<file path="config.mk">
export PLATFORM = sky130hd
export DESIGN_NAME = noc_input_route_buffer
export DESIGN_NICKNAME = d
export VERILOG_FILES = /design/src/rtl/noc_input_route_buffer_pkg.sv /design/src/rtl/noc_sync_fifo.sv /design/src/rtl/noc_input_route_buffer.sv
export SDC_FILE = /design/constraint.sdc
export NUM_CORES = 1
export LEC_CHECK = 0
export BUFFER_PORTS_ARGS = -buffer_cell sky130_fd_sc_hd__buf_2
export CORE_ASPECT_RATIO = 2
export CORE_MARGIN = 2
export CORE_UTILIZATION = 25
export CTS_CLUSTER_DIAMETER = 100
export DETAILED_ROUTE_END_ITERATION = 7
export GPL_TIMING_DRIVEN = 0
export SETUP_SLACK_MARGIN = 0.3
export SLEW_MARGIN = 20
export SYNTH_ARGS = -nofsm -noshare
export SYNTH_HDL_FRONTEND = slang
export SYNTH_SLANG_ARGS = --single-unit
</file>
<file path="constraint.sdc">
create_clock -name noc_clk -period 6.1 [get_ports noc_clk]
set_input_delay 0.305 -clock noc_clk [delete_from_list [all_inputs] [get_ports noc_clk]]
set_output_delay 0.305 -clock noc_clk [all_outputs]
set_load 0.02 [all_outputs]
</file>
<file path="src/rtl/noc_input_route_buffer_pkg.sv">
// Shared types, widths and the XY route helper for the router input stage.
package noc_input_route_buffer_pkg;

  localparam int unsigned FLIT_WIDTH  = 32;
  localparam int unsigned COORD_W     = 4;
  // Route helper takes coordinates at this width so wider meshes still fit.
  localparam int unsigned COORD_MAX_W = 16;
  localparam int unsigned ROUTE_W     = 5;

  typedef enum logic [1:0] {
    FT_BODY   = 2'b00,
    FT_HEAD   = 2'b01,
    FT_TAIL   = 2'b10,
    FT_SINGLE = 2'b11
  } flit_type_e;

  // Bit index of each output port inside the one-hot route vector.
  typedef enum logic [2:0] {
    PORT_EAST  = 3'd0,
    PORT_WEST  = 3'd1,
    PORT_SOUTH = 3'd2,
    PORT_NORTH = 3'd3,
    PORT_LOCAL = 3'd4
  } port_e;

  typedef enum logic {
    ST_IDLE   = 1'b0,
    ST_ACTIVE = 1'b1
  } route_state_e;

  // Dimension-ordered XY routing: resolve X first, then Y, else eject locally.
  function automatic logic [ROUTE_W-1:0] xy_route(
    input logic [COORD_MAX_W-1:0] dx,
    input logic [COORD_MAX_W-1:0] dy,
    input logic [COORD_MAX_W-1:0] lx,
    input logic [COORD_MAX_W-1:0] ly
  );
    logic [ROUTE_W-1:0] r;
    r = '0;
    if (dx > lx)      r[PORT_EAST]  = 1'b1;
    else if (dx < lx) r[PORT_WEST]  = 1'b1;
    else if (dy > ly) r[PORT_NORTH] = 1'b1;
    else if (dy < ly) r[PORT_SOUTH] = 1'b1;
    else              r[PORT_LOCAL] = 1'b1;
    return r;
  endfunction

endpackage

</file>
<file path="src/rtl/noc_sync_fifo.sv">
// Synchronous flit FIFO with registered ready; head entry readable with no fall-through.
module noc_sync_fifo #(
  parameter int unsigned FLIT_WIDTH = 32,
  parameter int unsigned DEPTH      = 4
) (
  input  logic                  clk,
  input  logic                  rst_n,
  input  logic                  i_push,
  input  logic                  i_pop,
  input  logic [FLIT_WIDTH-1:0] i_wdata,
  output logic [FLIT_WIDTH-1:0] o_rdata_c,
  output logic                  o_empty_c,
  output logic                  o_ready
);

  localparam int unsigned AW = $clog2(DEPTH);
  localparam int unsigned PW = AW + 1;

  logic [PW-1:0]         r_wr_ptr;
  logic [PW-1:0]         r_rd_ptr;
  logic [PW-1:0]         w_wr_ptr_nxt;
  logic [PW-1:0]         w_rd_ptr_nxt;
  logic                  r_ready;
  logic                  w_push;
  logic                  w_pop;
  logic                  w_full_nxt;
  logic [FLIT_WIDTH-1:0] r_mem [DEPTH];

  assign o_empty_c    = (r_wr_ptr == r_rd_ptr);
  assign o_ready      = r_ready;
  assign w_push       = i_push & r_ready;
  assign w_pop        = i_pop & ~o_empty_c;
  assign w_wr_ptr_nxt = r_wr_ptr + PW'(w_push);
  assign w_rd_ptr_nxt = r_rd_ptr + PW'(w_pop);
  // Full when wrap bits differ and index bits match.
  assign w_full_nxt   = (w_wr_ptr_nxt[AW] != w_rd_ptr_nxt[AW]) &&
                        (w_wr_ptr_nxt[AW-1:0] == w_rd_ptr_nxt[AW-1:0]);
  assign o_rdata_c    = r_mem[r_rd_ptr[AW-1:0]];

  // Pointer and ready registers; ready reflects next-cycle fullness.
  always_ff @(posedge clk or negedge rst_n) begin
    if (!rst_n) begin
      r_wr_ptr <= '0;
      r_rd_ptr <= '0;
      r_ready  <= 1'b0;
    end else begin
      r_wr_ptr <= w_wr_ptr_nxt;
      r_rd_ptr <= w_rd_ptr_nxt;
      r_ready  <= ~w_full_nxt;
    end
  end

  // Storage write; data array needs no reset since pointers gate visibility.
  always_ff @(posedge clk) begin
    if (w_push) begin
      r_mem[r_wr_ptr[AW-1:0]] <= i_wdata;
    end
  end

endmodule

</file>
<file path="src/rtl/noc_input_route_buffer.sv">
// Router input stage: buffers flits, XY-routes each packet at its head flit,
// and holds that route for every following flit up to the tail.
module noc_input_route_buffer
  import noc_input_route_buffer_pkg::*;
#(
  parameter int unsigned FLIT_WIDTH = noc_input_route_buffer_pkg::FLIT_WIDTH,
  parameter int unsigned DEPTH      = 4,
  parameter int unsigned COORD_W    = noc_input_route_buffer_pkg::COORD_W,
  parameter int unsigned LOCAL_X    = 0,
  parameter int unsigned LOCAL_Y    = 0
) (
  input  logic                  noc_clk,
  input  logic                  noc_rst_n,
  input  logic                  in_valid,
  output logic                  in_ready,
  input  logic [FLIT_WIDTH-1:0] in_flit,
  output logic                  out_valid,
  input  logic                  out_ready,
  output logic [FLIT_WIDTH-1:0] out_flit,
  output logic [ROUTE_W-1:0]    out_route,
  output logic                  err_orphan
);

  logic                  w_push;
  logic                  w_pop;
  logic                  w_empty;
  logic [FLIT_WIDTH-1:0] w_head;
  flit_type_e            w_ftype;
  logic [ROUTE_W-1:0]    w_calc_route;
  route_state_e          r_state;
  route_state_e          w_state_nxt;
  logic [ROUTE_W-1:0]    r_route;
  logic [ROUTE_W-1:0]    w_route_nxt;

  assign w_push   = in_valid & in_ready;
  assign out_flit = w_head;
  assign w_ftype  = flit_type_e'(w_head[FLIT_WIDTH-1 -: 2]);
  assign w_calc_route = xy_route(COORD_MAX_W'(w_head[COORD_W-1:0]),
                                 COORD_MAX_W'(w_head[2*COORD_W-1 -: COORD_W]),
                                 COORD_MAX_W'(LOCAL_X),
                                 COORD_MAX_W'(LOCAL_Y));

  noc_sync_fifo #(
    .FLIT_WIDTH (FLIT_WIDTH),
    .DEPTH      (DEPTH)
  ) u_fifo (
    .clk       (noc_clk),
    .rst_n     (noc_rst_n),
    .i_push    (w_push),
    .i_pop     (w_pop),
    .i_wdata   (in_flit),
    .o_rdata_c (w_head),
    .o_empty_c (w_empty),
    .o_ready   (in_ready)
  );

  // Route FSM state and latched packet route.
  always_ff @(posedge noc_clk or negedge noc_rst_n) begin
    if (!noc_rst_n) begin
      r_state <= ST_IDLE;
      r_route <= '0;
    end else begin
      r_state <= w_state_nxt;
      r_route <= w_route_nxt;
    end
  end

  // Next state, pop decision and allocator-facing outputs.
  always_comb begin
    w_state_nxt = r_state;
    w_route_nxt = r_route;
    w_pop       = 1'b0;
    out_valid   = 1'b0;
    out_route   = '0;
    err_orphan  = 1'b0;
    case (r_state)
      ST_IDLE: begin
        if (!w_empty) begin
          if ((w_ftype == FT_HEAD) || (w_ftype == FT_SINGLE)) begin
            out_valid = 1'b1;
            out_route = w_calc_route;
            w_pop     = out_ready;
            if (out_ready && (w_ftype == FT_HEAD)) begin
              w_state_nxt = ST_ACTIVE;
              w_route_nxt = w_calc_route;
            end
          end else begin
            // Body/tail without a head: drop it and flag the error.
            err_orphan = 1'b1;
            w_pop      = 1'b1;
          end
        end
      end
      ST_ACTIVE: begin
        if (!w_empty) begin
          out_valid = 1'b1;
          out_route = r_route;
          w_pop     = out_ready;
          if (out_ready && (w_ftype == FT_TAIL)) begin
            w_state_nxt = ST_IDLE;
          end
        end
      end
      default: begin
        w_state_nxt = ST_IDLE;
      end
    endcase
  end

endmodule

</file>
Yosys cells after proc, flatten, opt, wreduce, memory -nomap -nowiden. Memories as Yosys holds them, arrays and structs flattened. Index checks and enable logic that the tools add are counted.

Bits in writable memories: 128. Register bits after elaboration: 11. Input port bits: 36. Output and inout port bits: 40. Memories: 1.

Mux-type cells: 27. Add/subtract/negate cells: 2. Magnitude comparators: 2. Reduce and logical (&&, ||, !) cells: 5. Bitwise logic cells: 6. Eq/ne operators: 6.

Memory list: u_fifo.r_mem (words 4, width 32, read ports 1, clocked after Yosys merged registers in 0, wr ports 1, line noc_sync_fifo.sv:27) `logic [FLIT_WIDTH-1:0] r_mem [DEPTH];`.

Operator list (count): $mux W1 (19); $mux W5 (3); $pmux W5 S2 (1); $gt A4 B1 Y1 const B (2); $add A3 B1 Y3 (2); $pmux W1 S2 (3); $eq A2 B2 Y1 const B (2); $reduce_and A4 Y1 (1); $and A1 B1 Y1 (3); $eq A3 B3 Y1 (1); $logic_and A1 B1 Y1 (3); $not A1 Y1 (3); $eq A2 B1 Y1 const B (1); $eq A2 B2 Y1 (1); $mux W2 (1); $logic_or A1 B1 Y1 (1); $ne A1 B1 Y1 (1).

Depth between registers and ports, before layout. An unclocked memory read counts as a cell.

Depth in word-level cells: 11. Depth in mapped cells: 11. Depth with buffers taken out: 9.

Hierarchy. From an unflattened synthesis, not the netlist that was laid out.

Cell total of the unflattened synthesis: 229. Area total of the unflattened synthesis: 5278.8 sq um.

By module, submodules not included: noc_sync_fifo (cells each 196, seq. area each 4018.9 sq um, times used 1, area an instance 4954.8 sq um); noc_input_route_buffer (cells each 33, seq. area each 100.1 sq um, times used 1, area an instance 324.1 sq um).

Worst setup path before layout. No wires, ideal clock.

Path kind: reg2reg. Start: reg u_fifo.r_ready (netlist: u_fifo.o_ready). End: mem u_fifo.r_mem[2][0], enable pin. Path buffers: 0. Cell stages (with the launch flop): 3. Path slack: 2646 ps. Arrival time: 2986 ps. Period minus slack after synthesis: 3454 ps. Data required time: 5632 ps. Cells stage by stage: dfrtp_1 -> nand2_1 -> nor3b_1.

Longest elaborated chain between the ends: 4.

Ends and longest elaborated chain: start, declared (line noc_sync_fifo.sv:23) `logic r_ready;`; start signal, assigned (line noc_sync_fifo.sv:49) `r_ready <= ~w_full_nxt;`; $and A1 B1 Y1 (line noc_input_route_buffer.sv:35) `assign w_push = in_valid & in_ready;`; $and A1 B1 Y1 * (line noc_sync_fifo.sv:31) `assign w_push = i_push & r_ready;`; $mux W1 * (line noc_sync_fifo.sv:55) `if (w_push) begin`; $mux W1 (not written as such) * (line noc_sync_fifo.sv:56) `r_mem[r_wr_ptr[AW-1:0]] <= i_wdata;`; end, declared (line noc_sync_fifo.sv:27).

Every way passes the cells marked *; elsewhere a longest branch is shown, timed or not.

Worst setup path after layout.
Start: reg u_fifo.r_rd_ptr[0]. End: out out_route[3].

Longest elaborated chain between the ends: 7. Elaborated cells between the ends (all ways): 13. Classes of those cells: order compare (2); eq/ne (3); mux (6); reduce/logical (1); memory (1).

Ends and longest elaborated chain: start, declared (line noc_sync_fifo.sv:20) `logic [PW-1:0] r_rd_ptr;`; start signal, assigned (line noc_sync_fifo.sv:48) `r_rd_ptr <= w_rd_ptr_nxt;`; $mem_v2 Z4 W32; $gt A4 B1 Y1 (line noc_input_route_buffer_pkg.sv:42) `else if (dy > ly) r[PORT_NORTH] = 1'b1;`; $mux W1 (line noc_input_route_buffer_pkg.sv:42); $mux W2 (line noc_input_route_buffer_pkg.sv:40) `if (dx > lx) r[PORT_EAST] = 1'b1;`; $mux W5 (line noc_input_route_buffer.sv:79) `if ((w_ftype == FT_HEAD) || (w_ftype == FT_SINGLE)) begin`; $mux W5 (line noc_input_route_buffer.sv:78) `if (!w_empty) begin`; $pmux W5 S2 * (line noc_input_route_buffer.sv:76) `case (r_state)`; end, declared (line noc_input_route_buffer.sv:20) `output logic [ROUTE_W-1:0] out_route,`.

Marks and branches as above.

==> flow_summary.json <==
{
  "cp_max_fo": 6,
  "track_usage_pct": 10.3,
  "placed_cells": 588,
  "clock_latency_ps": 410,
  "grtUsageMet1_pct": 10.1,
  "nets": 379,
  "place.gp.congestion": 0.692,
  "ys_ff_latch": 139,
  "hp-start": "in_flit[11]",
  "ctsHtreeMaxLevel": 4,
  "synthArstFlopShare_pct": 7.91,
  "hold_class": "primary input to register",
  "syn2layout_area_growth_pct": 28.9,
  "root_buffer": "clkbuf_16",
  "clock-sinks": 139,
  "seq_area_frac_synth_pct": 78.5,
  "synth.distinct_cells": 31,
  "n_antenna_cell": 0,
  "cp.required_ps": 5790,
  "tightest_slew_ps": 940,
  "timing.final.ws_setup_ps": 2910,
  "start_util_pct": 25.2,
  "fin_worst_skew_ps": 9.70,
  "design_area_um2": 6770,
  "ant_nets": 0,
  "die_y_um": 209,
  "num_rows": 75,
  "fillerInstances": 2029,
  "final_cell_mix": "128 x edfxtp_1, 75 x buf_2, 32 x mux4_2",
  "viasPerCell": 4.20,
  "grt_pass1_vias": 2939,
  "routed_wl_um": 10500,
  "post-place-ws_ps": 2950,
  "maxSlewHeadroom_pct": 37.3,
  "p_leak_nw": 2.38,
  "synthFlopType": "edfxtp_1",
  "crit_type": "register to output pin",
  "synth_edf_count": 128,
  "dieArea_um2": 22200,
  "num_io_pins": 76,
  "p_per_area_nw_per_um2": 535,
  "setup_tns_ps": 0,
  "status": "finished clean",
  "period_share_pct": 52.4,
  "cts_tree": "built",
  "cap_violations": 0,
  "busiest_layer": "met2",
  "numCtsBuffers": 17,
  "grt.met3_usage_pct": 2.74,
  "stdcell_count": 621,
  "cts_resized": 0,
  "rr_startpoint": "u_fifo.r_rd_ptr[1]",
  "antenna_found_initial": 3,
  "finalPower_mw": 3.62,
  "cts.path.max_buffers": 2,
  "dr.pass1.iters": 4,
  "arrival_ps": 2890,
  "r2r_slack_ps": 3010,
  "io_buffers": 73,
  "die_w_um": 106,
  "layout.cells.most_common": "edfxtp_1",
  "synth-warning-count": 0,
  "max-vdd-ir-drop_mv": 0.206,
  "grt_max_degree": 18,
  "overflow": 0,
  "drc_errors": 0,
  "startpoint": "u_fifo.r_rd_ptr[0]",
  "clkSlewWorstSetupHoldPaths_ps": 60,
  "wl_per_cell_um": 16.9,
  "fin_crit_ps": 3190,
  "met2_usage_pct": 18.9,
  "end_kind": "output pin",
  "core_area_um2": 20800,
  "vias": 2608,
  "synthCells": 232,
  "fmax_mhz": 313,
  "place_hpwl_um": 7680,
  "drtIter0Drc": 112,
  "grt_pass1_wl_um": 16500,
  "syn-cell-area_um2": 5250,
  "hold_viol": 0,
  "crit_path_start_kind": "register",
  "finalMaxSlewViolations": 0,
  "avgSynthCellArea_um2": 22.6,
  "placed_area_um2": 6110,
  "finalSetupViolations": 0,
  "layout-drive-gt1-share_pct": 46.0,
  "rsz0062_at_grt": "false"
}
-- sequential cells by signal (all words and copies together), names as in the netlist --
signal / cells
u_fifo.o_ready: 1
u_fifo.r_wr_ptr: 3
u_fifo.r_rd_ptr: 3
r_route: 3
u_fifo.r_mem: 128
r_state: 1
-- logic make-up (layout without fill, tap and decap cells) --
| kind of cell | count (synthesis) | in the layout | share of synthesized area [%] |
|---|---|---|---|
| xor gates and xnor gates | 8 | 8 | 1.33 |
| muxes | 35 | 35 | 14.4 |
| DFF | 139 | 139 | 78.5 |
| adders and majority gates | 4 | 4 | 0.954 |
| AOI/OAI and AO/OA | 7 | 7 | 0.858 |
| buffers and inverters | 14 | 133 | 1.41 |
| and+or+nand+nor | 24 | 24 | 2.55 |
| other | 1 | 2 | 0.0714 |
-- final cells by class --
class | count | area, um2 | area share (%)
Inverter | 3 | 11.3 | 0.166
Multi-Input combinational cell | 80 | 1080 | 15.9
Tap cell | 269 | 337 | 4.97
Buffer | 11 | 62.6 | 0.924
Sequential cell | 139 | 4120 | 60.9
Timing Repair Buffer | 87 | 515 | 7.62
Clock inverter | 14 | 218 | 3.22
Clock buffer | 18 | 429 | 6.34
-- metal layers --
| metal | up-vias | part of all wire, % |
|---|---|---|
| met5 | - | 0.37 |
| met3 | 17 | 3.4 |
| met1 | 1364 | 36 |
| li1 | 1171 | - |
| met4 | 6 | 2.3 |
| met2 | 50 | 58 |
-- report_power, final --
part / internal, mW / total [mW] / switching [mW]
registers: 1.25 / 1.32 / 0.0660
logic: 0.490 / 1.19 / 0.699
clock network: 0.728 / 1.11 / 0.385
-- per-stage QoR --
stage               hold WS [ps]  util, %
floorplan                   9.41        -
global placement             180     28.6
detailed placement           190     29.3
CTS                         84.8     32.5
global route                84.1     32.5
finish                       103     32.5
-- Yosys cell counts (3+ instances only) --
| cell type | instances | share of area, % |
|---|---|---|
| nor4_1 | 3 | 0.36 |
| nand2_1 | 7 | 0.50 |
| ha_1 | 4 | 0.95 |
| inv_1 | 3 | 0.21 |
| nor3_1 | 3 | 0.29 |
| edfxtp_1 | 128 | 73 |
| xor2_1 | 7 | 1.2 |
| buf_4 | 3 | 0.43 |
| mux4_2 | 32 | 14 |
| clkbuf_1 | 3 | 0.21 |
| dfrtp_1 | 11 | 5.2 |
| nor2_1 | 3 | 0.21 |
-- critical path, stage by stage, from the launching register on --
cell	delay (ps)
dfrtp_1	370
buf_6	150
mux4_2	530
or4_4	590
or4b_1	500
a21oi_1	160
buf_2	170
-- repair_timing --
action | 4_1_cts | 5_1_grt
setup buffers | 0 | 0
endpoints found under the hold margin | 11 | 0
hold buffers | 1 | 0
-- final timing paths --
check,depth (start not counted),endpoint
setup / recovery,6,out_route[3]
hold / removal,1,u_fifo.r_mem[2][11]
setup reg to reg,10,u_fifo.o_ready
hold reg to reg,1,r_route[0]
max in group asynchronous,2,u_fifo.r_rd_ptr[1]
min in group asynchronous,2,r_route[4]
(Power assumes the default switching activity.)
